[config.mk]
export PLATFORM = sky130hd
export DESIGN_NAME = jtframe_prog_packer
export DESIGN_NICKNAME = d
export VERILOG_FILES = /design/src/rtl/jtframe_prog_pkg.sv /design/src/rtl/jtframe_prog_fifo.sv /design/src/rtl/jtframe_prog_packer.sv
export SDC_FILE = /design/constraint.sdc
export NUM_CORES = 1
export LEC_CHECK = 0
export ABC_CLOCK_PERIOD_IN_PS = 11200
export BUFFER_PORTS_ARGS = -buffer_cell sky130_fd_sc_hd__buf_2
export CORE_MARGIN = 3
export CORE_UTILIZATION = 35
export CTS_CLUSTER_SIZE = 12
export DETAILED_ROUTE_END_ITERATION = 6
export PLACE_DENSITY = 0.61
export SLEW_MARGIN = 15
export SYNTH_ARGS = -nofsm -noshare
export SYNTH_HDL_FRONTEND = slang
export SYNTH_SLANG_ARGS = --single-unit
[constraint.sdc]
create_clock -name clk -period 11.2 [get_ports clk]
set_clock_uncertainty 0.1 [all_clocks]
set_input_delay 1.68 -clock clk [delete_from_list [all_inputs] [get_ports clk]]
set_output_delay 1.68 -clock clk [all_outputs]
set_load 0.02 [all_outputs]
[src/rtl/jtframe_prog_pkg.sv]
// Shared types for the prog packer: collector FSM states, FIFO entry layout, lane helper.
// Entry fields are sized for the widest legal configuration; narrower builds use the low bits.
package jtframe_prog_pkg;

    localparam int MAX_AW = 32;
    localparam int MAX_DW = 32;
    localparam int MAX_NB = MAX_DW / 8;

    typedef enum logic [1:0] {
        IDLE,
        COLLECT,
        FLUSH
    } prog_state_t;

    typedef struct packed {
        logic [MAX_AW-1:0] addr;
        logic [MAX_DW-1:0] data;
        logic [MAX_NB-1:0] mask;
    } prog_entry_t;

    function automatic int prog_lanes(input int dw);
        return dw / 8;
    endfunction

endpackage

[src/rtl/jtframe_prog_fifo.sv]
// Entry FIFO between the byte collector and the prog output stage; zero-latency head view.
// Push while full and pop while empty are ignored, so the count can never leave 0..DEPTH.
module jtframe_prog_fifo #(
    parameter int W     = 8,
    parameter int DEPTH = 4
)(
    input  logic                     clk,
    input  logic                     rst_n,
    input  logic                     i_push,
    input  logic [W-1:0]             i_dat,
    input  logic                     i_pop,
    output logic [W-1:0]             o_dat,
    output logic [$clog2(DEPTH):0]   o_count,
    output logic                     o_empty,
    output logic                     o_full
);
    localparam int PW = $clog2(DEPTH);

    logic [W-1:0]  r_mem [DEPTH];
    logic [PW-1:0] r_wp;
    logic [PW-1:0] r_rp;
    logic [PW:0]   r_cnt;
    logic          w_push;
    logic          w_pop;

    assign o_empty = (r_cnt == '0);
    assign o_full  = (r_cnt == (PW+1)'(DEPTH));
    assign w_push  = i_push && !o_full;
    assign w_pop   = i_pop && !o_empty;
    assign o_dat   = r_mem[r_rp];
    assign o_count = r_cnt;

    always_ff @(posedge clk) begin
        if (w_push) r_mem[r_wp] <= i_dat;
    end

    // Pointers are exactly log2(DEPTH) bits, so they wrap modulo DEPTH by themselves.
    always_ff @(posedge clk or negedge rst_n) begin
        if (!rst_n) begin
            r_wp  <= '0;
            r_rp  <= '0;
            r_cnt <= '0;
        end else begin
            if (w_push) r_wp <= r_wp + PW'(1);
            if (w_pop)  r_rp <= r_rp + PW'(1);
            case ({w_push, w_pop})
                2'b10:   r_cnt <= r_cnt + (PW+1)'(1);
                2'b01:   r_cnt <= r_cnt - (PW+1)'(1);
                default: r_cnt <= r_cnt;
            endcase
        end
    end

endmodule

[src/rtl/jtframe_prog_packer.sv]
// Packs the ioctl byte stream into masked prog word writes, with region remap; min 2-cycle latency.
// ioctl_wait rises at FIFO_DEPTH-1 queued entries or while flushing; optional JTFRAME_PROG_SWAP_EN byte swap.
module jtframe_prog_packer
    import jtframe_prog_pkg::*;
#(
    parameter int AW         = 22,
    parameter int DW         = 16,
    parameter int PACK       = 1,
    parameter int FIFO_DEPTH = 4,
    parameter int REGIONS    = 1
)(
    input  logic                  clk,
    input  logic                  rst_n,
    input  logic                  downloading,
    input  logic [AW-1:0]         ioctl_addr,
    input  logic [7:0]            ioctl_data,
    input  logic                  ioctl_wr,
    output logic                  ioctl_wait,
    input  logic [REGIONS*AW-1:0] region_start,
    input  logic [REGIONS*AW-1:0] region_offset,
`ifdef JTFRAME_PROG_SWAP_EN
    input  logic [REGIONS-1:0]    region_swap,
`endif
    output logic [AW-1:0]         prog_addr,
    output logic [DW-1:0]         prog_data,
    output logic [DW/8-1:0]       prog_mask,
    output logic                  prog_we,
    input  logic                  prog_rdy
);
    localparam int NB = prog_lanes(DW);
    localparam int LB = $clog2(NB);
    localparam int CW = $clog2(FIFO_DEPTH) + 1;

    prog_state_t r_state, w_state_nxt;
    logic [DW-1:0] r_col_data;
    logic [NB-1:0] r_col_mask;
    logic [AW-1:0] r_col_addr;
    logic [1:0]    r_col_region;
    logic          r_pend;
    logic          r_overrun;

    logic [1:0]    w_region;
    logic          w_swap;
    logic [AW-1:0] w_waddr;
    logic [LB-1:0] w_lane_raw, w_lane;
    logic          w_top;
    logic [DW-1:0] w_byte_data;
    logic [NB-1:0] w_byte_mask;
    logic          w_stb, w_nonempty, w_change, w_old_push;
    logic          w_push, w_pop, w_empty, w_full;
    logic [CW-1:0] w_cnt;
    logic [AW-1:0] w_ent_addr;
    logic [DW-1:0] w_ent_data;
    logic [NB-1:0] w_ent_mask;
    prog_entry_t   w_push_ent, w_head;

    // Ascending scan: the last start that is <= the address wins, i.e. the highest index.
    always_comb begin
        w_region = '0;
        w_swap   = 1'b0;
        for (int k = 1; k < REGIONS; k++)
            if (ioctl_addr >= region_start[k*AW +: AW]) w_region = 2'(k);
`ifdef JTFRAME_PROG_SWAP_EN
        for (int k = 0; k < REGIONS; k++)
            if (w_region == 2'(k)) w_swap = region_swap[k];
`endif
    end

    assign w_waddr     = (ioctl_addr >> LB) + region_offset[int'(w_region)*AW +: AW];
    assign w_lane_raw  = ioctl_addr[LB-1:0];
    assign w_top       = &w_lane_raw;
    assign w_lane      = w_swap ? ~w_lane_raw : w_lane_raw;
    assign w_byte_data = DW'(ioctl_data) << (8 * w_lane);
    assign w_byte_mask = ~(NB'(1) << w_lane);

    assign w_stb      = ioctl_wr && (r_state != FLUSH) && !w_full;
    assign w_nonempty = ~&r_col_mask;
    assign w_change   = (w_waddr != r_col_addr) || (w_region != r_col_region);
    // The collected partial word leaves ahead of any new byte: on a word/region change,
    // on a deferred lone top-lane byte, or when the download window closes.
    assign w_old_push = (PACK != 0) && w_nonempty && !w_full &&
                        (r_pend || (r_state == FLUSH) || (w_stb && w_change));

    always_comb begin
        w_push     = 1'b0;
        w_ent_addr = r_col_addr;
        w_ent_data = r_col_data;
        w_ent_mask = r_col_mask;
        if (PACK == 0) begin
            w_push     = w_stb;
            w_ent_addr = w_waddr;
            w_ent_data = w_byte_data;
            w_ent_mask = w_byte_mask;
        end else if (w_old_push) begin
            w_push = 1'b1;
        end else if (w_stb && w_top) begin
            w_push     = 1'b1;
            w_ent_addr = w_waddr;
            w_ent_data = r_col_data | w_byte_data;
            w_ent_mask = r_col_mask & w_byte_mask;
        end
        w_push_ent.addr = MAX_AW'(w_ent_addr);
        w_push_ent.data = MAX_DW'(w_ent_data);
        w_push_ent.mask = MAX_NB'(w_ent_mask);
    end

    always_comb begin
        w_state_nxt = r_state;
        case (r_state)
            IDLE:    if (w_stb) w_state_nxt = COLLECT;
            COLLECT: if (!downloading) w_state_nxt = FLUSH;
            FLUSH:   if (!w_nonempty || w_old_push) w_state_nxt = IDLE;
            default: w_state_nxt = IDLE;
        endcase
    end

    always_ff @(posedge clk or negedge rst_n) begin
        if (!rst_n) begin
            r_state      <= IDLE;
            r_col_data   <= '0;
            r_col_mask   <= '1;
            r_col_addr   <= '0;
            r_col_region <= '0;
            r_pend       <= 1'b0;
            r_overrun    <= 1'b0;
        end else begin
            r_state   <= w_state_nxt;
            r_overrun <= r_overrun | (ioctl_wr && (r_state != FLUSH) && w_full);
            if (PACK != 0) begin
                if (w_old_push || (w_stb && w_top)) begin
                    // A lone top-lane byte after a change is pushed next cycle via r_pend.
                    r_col_data <= (w_old_push && w_stb) ? w_byte_data : '0;
                    r_col_mask <= (w_old_push && w_stb) ? w_byte_mask : '1;
                    r_pend     <= w_old_push && w_stb && w_top;
                end else if (w_stb) begin
                    r_col_data <= r_col_data | w_byte_data;
                    r_col_mask <= r_col_mask & w_byte_mask;
                end
                if (w_stb) begin
                    r_col_addr   <= w_waddr;
                    r_col_region <= w_region;
                end
            end
        end
    end

    assign ioctl_wait = (w_cnt >= CW'(FIFO_DEPTH - 1)) || (r_state == FLUSH) || r_pend;

    jtframe_prog_fifo #(
        .W     ($bits(prog_entry_t)),
        .DEPTH (FIFO_DEPTH)
    ) u_fifo (
        .clk     (clk),
        .rst_n   (rst_n),
        .i_push  (w_push),
        .i_dat   (w_push_ent),
        .i_pop   (w_pop),
        .o_dat   (w_head),
        .o_count (w_cnt),
        .o_empty (w_empty),
        .o_full  (w_full)
    );

    // Output registers only reload when idle or accepted, keeping them stable under backpressure.
    assign w_pop = !w_empty && (!prog_we || prog_rdy);

    always_ff @(posedge clk or negedge rst_n) begin
        if (!rst_n) begin
            prog_we   <= 1'b0;
            prog_addr <= '0;
            prog_data <= '0;
            prog_mask <= '1;
        end else if (!prog_we || prog_rdy) begin
            prog_we <= !w_empty;
            if (!w_empty) begin
                prog_addr <= w_head.addr[AW-1:0];
                prog_data <= w_head.data[DW-1:0];
                prog_mask <= w_head.mask[NB-1:0];
            end
        end
    end

endmodule

Yosys cells after proc, flatten, opt, wreduce, memory -nomap -nowiden:

Memories as Yosys holds them, arrays and structs flattened. A register that Yosys moved wholly into a read port is not among the register bits.
Cells that the tools add are included.
Widths: inputs -> output; s select.

* bits in registers: 51
* bits in writable memories: 160
* input port bits: 79
* output and inout bits: 42
* word-level logic and storage cells: 83
* memories kept: 1

Memory list
* u_fifo.r_mem: words 4, bits a word 40, read ports 1, clocked after memory_dff 1, wr ports 1, line jtframe_prog_fifo.sv:19 `logic [W-1:0] r_mem [DEPTH];`

* add/sub/neg operators: 5
* order comparisons: 1
* equality and inequality tests: 10
* shift operators: 2
* muxes and demuxes: 21
* bitwise operators: 4
* reduce and logical (&&, ||, !) cells: 30

Operators with widths (count)
* $mux 16: 5
* $mux 22: 2
* $add 21x22->22: 1
* $ne 22x22->1: 1
* $mux 2: 8
* $or 16x16->16: 1
* $shl 8x4->16: 1
* $logic_and 1x1->1: 11
* $logic_or 1x1->1: 7
* $ne 2x2->1 const B: 3
* $pmux 2 s3: 1
* $pmux 3 s2: 1
* $logic_not 1->1: 5
* $add 2x1->2 const B: 2
* $eq 2x1->1 const B: 2
* $eq 2x2->1 const B: 2
* $mux 1: 4
* $reduce_and 2->1: 2
* $reduce_bool 2->1: 2
* $add 3x1->3 const B: 1
* $eq 3x3->1 const B: 1
* $ge 3x2->1 const B: 1
* $logic_not 3->1: 1
* $reduce_and 3->1: 1
* other kinds (7): 7

Longest topological paths before layout:

Gate-level depths: netlist (run 1).

* depth after elaboration: 10
* mapped depth: 18
* gate-level depth less buffers: 17

Hierarchy:

From an unflattened synthesis (run 1), not the netlist that was laid out.

* cell total of the unflattened synthesis: 923
* area, all modules: 15657.5 sq um

By module, submodules not included
* jtframe_prog_fifo: instances 1, cells each 393, area each 10314.9 sq um, seq. area each 8343.0 sq um
* jtframe_prog_packer: instances 1, cells each 530, area each 5342.6 sq um, seq. area each 2107.0 sq um

Worst setup path after synthesis (run 1):

No wires, ideal clock.

* kind: input -> register
* start: in ioctl_addr[3]
* end: mem u_fifo.r_mem[1][0] (netlist name), enable pin
* data arrival time: 5.843 ns
* data required time: 10.658 ns
* setup slack: 4.815 ns
* cell stages on the path: 12
* path buffers: 1
* cells stage by stage: ha_1 > o211a_1 > a221o_1 > a31o_1 > a311oi_2 > o21ai_1 > xor2_1 > xnor2_1 > nand4_1 > a32oi_2 > buf_2 > nor2b_1

* cells in the longest elaborated chain, start to end: 9

Ends and longest elaborated chain
* start: declaration: line jtframe_prog_packer.sv:15 `input logic [AW-1:0] ioctl_addr,`
* $add 21x22->22: line jtframe_prog_packer.sv:69 `assign w_waddr = (ioctl_addr >> LB) + region_offset[int'(w_region)*AW +: AW];`
* $ne 22x22->1: line jtframe_prog_packer.sv:78 `assign w_change = (w_waddr != r_col_addr) || (w_region != r_col_region);`
* $logic_and 1x1->1: line jtframe_prog_packer.sv:82 `(r_pend || (r_state == FLUSH) || (w_stb && w_change));`
* $logic_or 1x1->1: line jtframe_prog_packer.sv:82
* $logic_and 1x1->1: line jtframe_prog_packer.sv:81 `assign w_old_push = (PACK != 0) && w_nonempty && !w_full &&`
* $mux 1: line jtframe_prog_packer.sv:94 `end else if (w_old_push) begin`
* $logic_and 1x1->1: line jtframe_prog_fifo.sv:28 `assign w_push = i_push && !o_full;`
* $mux 1: line jtframe_prog_fifo.sv:34 `if (w_push) r_mem[r_wp] <= i_dat;`
* $mux 1 (not written as such): line jtframe_prog_fifo.sv:34
* end: declaration: line jtframe_prog_fifo.sv:19

No other way between the ends.

Worst setup path after layout (run 1):

* start: in ioctl_addr[1]
* end: mem u_fifo.r_mem[3][24] (netlist name), data pin

* cells in the longest elaborated chain, start to end: 6

Ends and longest elaborated chain
* $add 21x22->22 (*): line jtframe_prog_packer.sv:69
* $ne 22x22->1: line jtframe_prog_packer.sv:78
* $logic_and 1x1->1: line jtframe_prog_packer.sv:82
* $logic_or 1x1->1: line jtframe_prog_packer.sv:82
* $logic_and 1x1->1: line jtframe_prog_packer.sv:81
* $mux 22 (*): line jtframe_prog_packer.sv:94
* via u_fifo.i_dat[42]: line jtframe_prog_fifo.sv:10 `input logic [W-1:0] i_dat,`

The timed path passes the listed nets; every way through them passes the cells marked *.

==> flow_metrics.tcl, run 1 <==
set metrics [dict create \
    outcome "finished clean" \
    critPathCaptureType "flip-flop" \
    fin_util_pct 41.47 \
    crit_required_ps 11360 \
    worstHoldPathType "reg2reg" \
    h-tree-depth 1 \
    comb_power_share_pct 33.7 \
    grt_pass1_wl_mm 37.80 \
    maxCapViolations 0 \
    worst_pin_slew_ps 953.8 \
    p_sw_share_pct 32.49 \
    io_buffers 98 \
    initial_core_util_pct 35.75 \
    report.final.hold_viol_count 0 \
    numClockSinks 251 \
    clkTransAtPathRegs_ps 60 \
    powerDensity_mw_per_mm2 283.3 \
    ys_warn_count 0 \
    ant_nets 0 \
    cts_tree "done" \
    synthTopCellsByCount "edfxtp_1 (160), dfrtp_1 (87), nand2_1 (69)" \
    cp_max_fo 17 \
    wirelength_mm 23.68 \
    overflow 0 \
    area_growth_pct 15.98 \
    nNetsFinal 960 \
    die-area_mm2 0.03468 \
    place.gp.congestion 0.8062 \
    slew_violations 0 \
    setup_violations 0 \
    finalCriticalPeriod_ps 6084 \
    grt_pass1_vias 6688 \
    wl_per_cell_um 18.11 \
    yosysUniqueCellTypes 59 \
    vias 6536 \
    cts_root_buf "clkbuf_16" \
    cts_resized 0 \
    vias_per_cell 4.997 \
    r2r_slack_ps 6450 \
    die_w_um 186.2 \
    drtPass1Iterations 4 \
    p_leak_nw 5.065 \
    drt_iter0_drc 389 \
    fillCellCount 2909 \
    total_power_mw 3.735 \
    grt_max_degree 59 \
    seqPwrFrac_pct 44.0 \
    p_int_mw 2.522 \
    fin_crit_sh_pct 54.32 \
    max_freq_mhz 164.4 \
    crit_type "in2reg" \
    synth_top_area_cell "edfxtp_1" \
    async_reset_ff_share_pct 36.25 \
    peakVddDrop_uv 143.1 \
    synth_most_common_cell "edfxtp_1" \
    io_pins 121 \
    std_cell_rows 65 \
    dpl.hpwl_mm 15.85 \
    synth_top_area_share_pct 42.26 \
    syn_area_mm2 0.01137 \
    clkLatencyLatePin_ps 520 \
    synth_fp_nets 868 \
    post-cts-setup-buffer-count 0 \
    synth.avg_cell_area_um2 14.94 \
    synth_seq_cells 251 \
    cp-start-kind "input pin" \
    ys.flop_type "edfxtp_1" \
    diodes 0 \
    maxSlewHeadroom_pct 36.41 \
    cts_buffers 26 \
    whs_ps 384.2 \
    switching_power_mw 1.214 \
    drive_above_1_share_pct 29.10 \
    core_mm2 0.03180 \
    netlist_top_cells_area "edfxtp_1 (42%), dfrtp_1 (19%), mux4_2 (7.9%), mux2_2 (5.0%), ha_1 (2.9%)" \
    cts_buffer_depth 3 \
    ctsHoldBuffers 0 \
    synth_seq_area_share_pct 62.33 \
    drcViolationCount 0 \
    dp_slack_ps 4520 \
    syn_inst 761 \
    die_h_um 186.2 \
    fin_setup_tns_ps 0 \
    grt_setup_unrepaired "false" \
    grt_usage_pct 13.90 \
    setup_slack_ps 5116 \
    p_clk_share_pct 22.3 \
    arrival_ps 6250 \
    antenna_found_initial 0 \
    synth-edff-count 160 \
]
## flip-flops by register name (all words and copies together) (netlist names)
| signal | flops |
|---|---|
| prog_mask | 2 |
| r_col_data | 16 |
| prog_addr | 22 |
| u_fifo.r_rp | 2 |
| prog_data | 16 |
| u_fifo.o_count | 3 |
| u_fifo.r_wp | 2 |
| r_state | 2 |
| r_pend | 1 |
| r_col_mask | 2 |
| u_fifo.r_mem | 160 |
| prog_we | 1 |
| r_col_addr | 22 |
## logic make-up after synthesis
logic type	count (synthesis)	share of synthesized area, %
DFF	251	62.33
buffers and inverters	57	2.025
xor gates and xnor gates	47	3.753
muxes	119	15.67
AOI/OAI and AO/OA	114	7.296
and+or+nand+nor	145	5.712
adders and majority gates	28	3.213
## cell usage in the layout, fill, tap and decap left out, drive strengths merged, types with 8 or more instances in the layout
cell type and count:
a21o 13, a21oi 24, a22o 8, a32o 8, buf 108, clkbuf 44, dfrtp 87, edfxtp 160
ha 26, inv 13, mux2 72, mux4 40, nand2 69, nand4 8, nor2 29, nor3 9
o21ai 23, xnor2 28, xor2 18
## routing by layer
| layer | share of wire [%] | track usage [%] | up-vias |
|---|---|---|---|
| met5 | 0 | 0 | - |
| met4 | 1.7 | 3.664 | 0 |
| met3 | 4.6 | 1.692 | 25 |
| met2 | 47 | 22.46 | 143 |
| met1 | 46 | 20.11 | 3300 |
| li1 | - | - | 3068 |
## through the flow
step	cells	area, µm²
floorplan	761	11370
global placement	1260	12350
detailed placement	1260	12350
CTS	1308	13190
global route	1308	13190
finish	1308	13190
## path summary, 6_finish.rpt
kind | from | end | cells after the start
worst min register to register | r_state[1]$_DFFE_PN0P_ | r_state[0]$_DFFE_PN0P_ | 1
min in group asynchronous | rst_n | prog_addr[18]$_DFFE_PN0P_ | 1
worst max-delay path | ioctl_addr[1] | u_fifo.r_mem[3][24]$_DFFE_PP_ | 14
worst min-delay path | r_state[1]$_DFFE_PN0P_ | r_state[0]$_DFFE_PN0P_ | 1
worst max register to register | r_state[1]$_DFFE_PN0P_ | u_fifo.r_mem[3][24]$_DFFE_PP_ | 11
max in group asynchronous | rst_n | u_fifo.r_rp[0]$_DFFE_PN0P_ | 2
## worst max-delay path, cell delays in order
cell       delay, ps
buf_2            100
ha_1             220
fa_1             400
xor2_1           270
xnor2_1          150
nand4_1          160
a2111oi_0        470
nor4bb_1         290
nand4_1          140
nor4_1           460
nand4_1          350
a31oi_4          700
buf_4            380
mux2i_1          450
## layout make-up
type | count | area (µm²) | share of cell area, %
Clock buffer | 44 | 789.5 | 5.987
Multi-Input combinational cell | 453 | 4103 | 31.11
Inverter | 13 | 48.80 | 0.3701
Timing Repair Buffer | 108 | 568.0 | 4.308
Sequential cell | 251 | 7088 | 53.75
Clock inverter | 4 | 45.04 | 0.3416
Tap cell | 435 | 544.3 | 4.128
## power by group through the flow
| stage | clock network, mW | registers (mW) | logic (mW) |
|---|---|---|---|
| floorplan | 0 | 1.68 | 0.861 |
| detailed placement | 0 | 1.67 | 1.28 |
| CTS | 0.855 | 1.65 | 1.29 |
| finish | 0.832 | 1.64 | 1.26 |
| global placement | 0 | 1.65 | 1.26 |
| global route | 0.898 | 1.69 | 1.39 |
(Power assumes the default switching activity.)
==> inputs of run 2 (changes only) <==
--- a/config.mk
+++ b/config.mk
@@ -5,13 +5,14 @@
 export SDC_FILE = /design/constraint.sdc
 export NUM_CORES = 1
 export LEC_CHECK = 0
-export ABC_CLOCK_PERIOD_IN_PS = 11200
+export ABC_AREA = 1
+export ABC_CLOCK_PERIOD_IN_PS = 5300
 export BUFFER_PORTS_ARGS = -buffer_cell sky130_fd_sc_hd__buf_2
 export CORE_MARGIN = 3
 export CORE_UTILIZATION = 35
 export CTS_CLUSTER_SIZE = 12
 export DETAILED_ROUTE_END_ITERATION = 6
-export PLACE_DENSITY = 0.61
+export PLACE_DENSITY = 0.63
 export SLEW_MARGIN = 15
 export SYNTH_ARGS = -nofsm -noshare
 export SYNTH_HDL_FRONTEND = slang
==> constraint.sdc (replaced) <==
create_clock -name clk -period 5.3 [get_ports clk]
set_clock_uncertainty 0.1 [all_clocks]
set_input_delay 0.795 -clock clk [delete_from_list [all_inputs] [get_ports clk]]
set_output_delay 0.795 -clock clk [all_outputs]
set_load 0.02 [all_outputs]
==> flow_metrics.tcl, run 2 <==
set metrics [dict create \
    outcome "finished clean" \
    synth_top_area_share_pct 39.60 \
    arrival_ps 4400 \
    initial_core_util_pct 35.83 \
    place.gp.congestion 0.8699 \
    largest-register "u_fifo.r_mem" \
    core_mm2 0.03387 \
    worstHoldPathType "in2async" \
    nNetsFinal 1537 \
    fin_setup_tns_ps 0 \
    vias_per_cell 4.816 \
    vias 9140 \
    cp-start-kind "input pin" \
    layout_commonest_cell "nand2_1" \
    synth.avg_cell_area_um2 9.096 \
    post-cts-setup-buffer-count 0 \
    worst_pin_slew_ps 1053 \
    powerDensity_mw_per_mm2 591.8 \
    setup_violations 0 \
    cts_buffer_depth 3 \
    critPathCaptureType "flip-flop" \
    synth_top_area_cell "edfxtp_1" \
    async_reset_ff_share_pct 36.25 \
    largest_register_ffs 160 \
    std_cell_rows 67 \
    slew_violations 0 \
    finalCriticalPeriod_ps 4249 \
    ys.flop_type "edfxtp_1" \
    diodes 0 \
    dpl.hpwl_mm 18.25 \
    synth_most_common_cell "nand2_1" \
    ant_nets 0 \
    path_cells "buf_2, ha_1, fa_1, nand3_1, nand3_1, nand2_1, nand2_1, nand3_1, nand3_1, nand3b_1, nand2_1, nor2_1, nand2_1, nor2_1, nand2_1, nand2_1, nand2_2, nand2_4, buf_4, nand2_2, buf_4, o21ai_0" \
    drt_iter0_drc 524 \
    synthTopCellsByCount "nand2_1 (283), nor2_1 (247), edfxtp_1 (160)" \
    overflow 0 \
    die_w_um 192.2 \
    layout_common_cells "nand2_1 (283), nor2_1 (243), edfxtp_1 (160)" \
    crit_required_ps 5450 \
    cts_resized 0 \
    clkLatencyLatePin_ps 520 \
    cts_buffers 26 \
    grt_pass1_wl_mm 45.26 \
    reg_top3 "u_fifo.r_mem (160), prog_addr (22), r_col_addr (22)" \
    wl_per_cell_um 14.95 \
    max_freq_mhz 235.3 \
    area_growth_pct 15.85 \
    crit_type "in2reg" \
    cpPeakStageDelay_ps 480 \
    numClockSinks 251 \
    die-area_mm2 0.03694 \
    p_leak_nw 6.059 \
    clkTransAtPathRegs_ps 60 \
    fin_crit_sh_pct 80.18 \
    peakVddDrop_uv 264.0 \
    synth_seq_area_share_pct 58.40 \
    grt_usage_pct 15.31 \
    grt_pass1_vias 8652 \
    syn_area_mm2 0.01213 \
    io_pins 121 \
    cts_root_buf "clkbuf_16" \
    grt_max_degree 84 \
    grt_setup_unrepaired "false" \
    report.final.hold_viol_count 0 \
    netlist_top_cells_area "edfxtp_1 (40%), dfrtp_1 (18%), nand2_1 (8.8%), nor2_1 (7.6%), o21ai_0 (6.2%)" \
    wirelength_mm 28.37 \
    io_buffers 98 \
    synth_fp_nets 1441 \
    cts_tree "done" \
    drive_above_1_share_pct 14.00 \
    ys_warn_count 0 \
    ctsHoldBuffers 0 \
    cp_num_buf_inv 3 \
    synth-edff-count 160 \
    maxSlewHeadroom_pct 29.82 \
    syn_inst 1334 \
    yosysUniqueCellTypes 40 \
    critPathTopFamily "simple AND/OR/NAND/NOR gates" \
    die_h_um 192.2 \
    h-tree-depth 1 \
    worst_path_most_repeated_cell "nand2_1" \
    drtPass1Iterations 5 \
    whs_ps 327.1 \
    maxCapViolations 0 \
    cp_max_fo 52 \
    synth_seq_cells 251 \
    drcViolationCount 0 \
    cp_slowest_cell "fa_1" \
    antenna_found_initial 0 \
]
## run 2: cell count changes after synthesis, moves of 37 or more
cell / previous run / this run
a31oi_1: 3 / 40
inv_1: 13 / 108
mux2_2: 50 / 0
mux4_2: 40 / 0
nand2_1: 69 / 283
nand3_1: 6 / 62
nor2_1: 29 / 247
o21ai_0: 19 / 151
## run 2: final cells by class
class                      count  area (µm²)
multi-input combinational    908        4397
clock inverter                 4       21.27
inverter                     113       424.2
sequential                   251        7092
timing repair buffer         130       783.3
tap                          448       560.5
fill                        3313       19810
clock buffer                  44       779.5
## run 2: power breakdown
part	total [mW]	internal [mW]	leakage, nW	switching [mW]
Combinational	3.10	1.07	3.13	2.03
Sequential	3.52	3.03	2.55	0.483
Clock	1.70	0.995	0.386	0.707
Total	8.32	5.10	6.06	3.22
## run 2: stage by stage
stage                     setup WS, ps  power (mW)  util [%]  area [µm²]  cells
after CTS                         1048       8.419     41.51       14060   1898
final                             1051       8.319     41.51       14060   1898
after global placement           592.9       6.603     39.14       13260   1850
after global routing             644.3       8.961     41.51       14060   1898
after detailed placement         523.8       6.695     39.14       13260   1850
after floorplan                  212.6       5.590         -       12130   1334
## run 2: logic make-up after synthesis
family | share of synthesized area (%)
DFF | 58.40
buffers and inverters | 5.702
adders and majority gates | 3.011
xor gates and xnor gates | 1.382
AOI/OAI and AO/OA | 9.724
and+or+nand+nor | 21.78
## run 2: final timing paths
check                                                from                            end  slack [ps]  cells after the start
worst max-delay path                        ioctl_addr[1]  u_fifo.r_mem[2][26]$_DFFE_PP_        1050                     22
worst min-delay path                                rst_n       prog_data[1]$_DFFE_PN0P_         330                      1
worst max register to register  r_col_addr[1]$_DFFE_PN0P_  u_fifo.r_mem[2][26]$_DFFE_PP_        1970                     15
worst min register to register         r_pend$_DFFE_PN0N_             r_pend$_DFFE_PN0N_         380                      2
max in group asynchronous                           rst_n     u_fifo.r_rp[0]$_DFFE_PN0P_        3760                      2
min in group clk                       r_pend$_DFFE_PN0N_             r_pend$_DFFE_PN0N_         380                      2
## run 2: metal layers
| layer | global-route usage (%) | share of wire, % |
|---|---|---|
| met3 | 2.062 | 4.5 |
| met2 | 25.96 | 47 |
| met5 | 0 | 0 |
| met1 | 20.62 | 46 |
| met4 | 4.175 | 2.2 |
## run 2: worst register-to-register path: stages (launching register included)
cell and delay (ps):
dfrtp_1 400, xnor2_1 160, nand2_1 70, nor2_1 110, o21ai_0 100, a21oi_1 170
nand3_1 130, nor3_2 230, nand2_1 130, nand2_1 90, nand2_2 170, nand2_4 110
buf_4 260, nand2_2 60, buf_4 280, o21ai_0 500
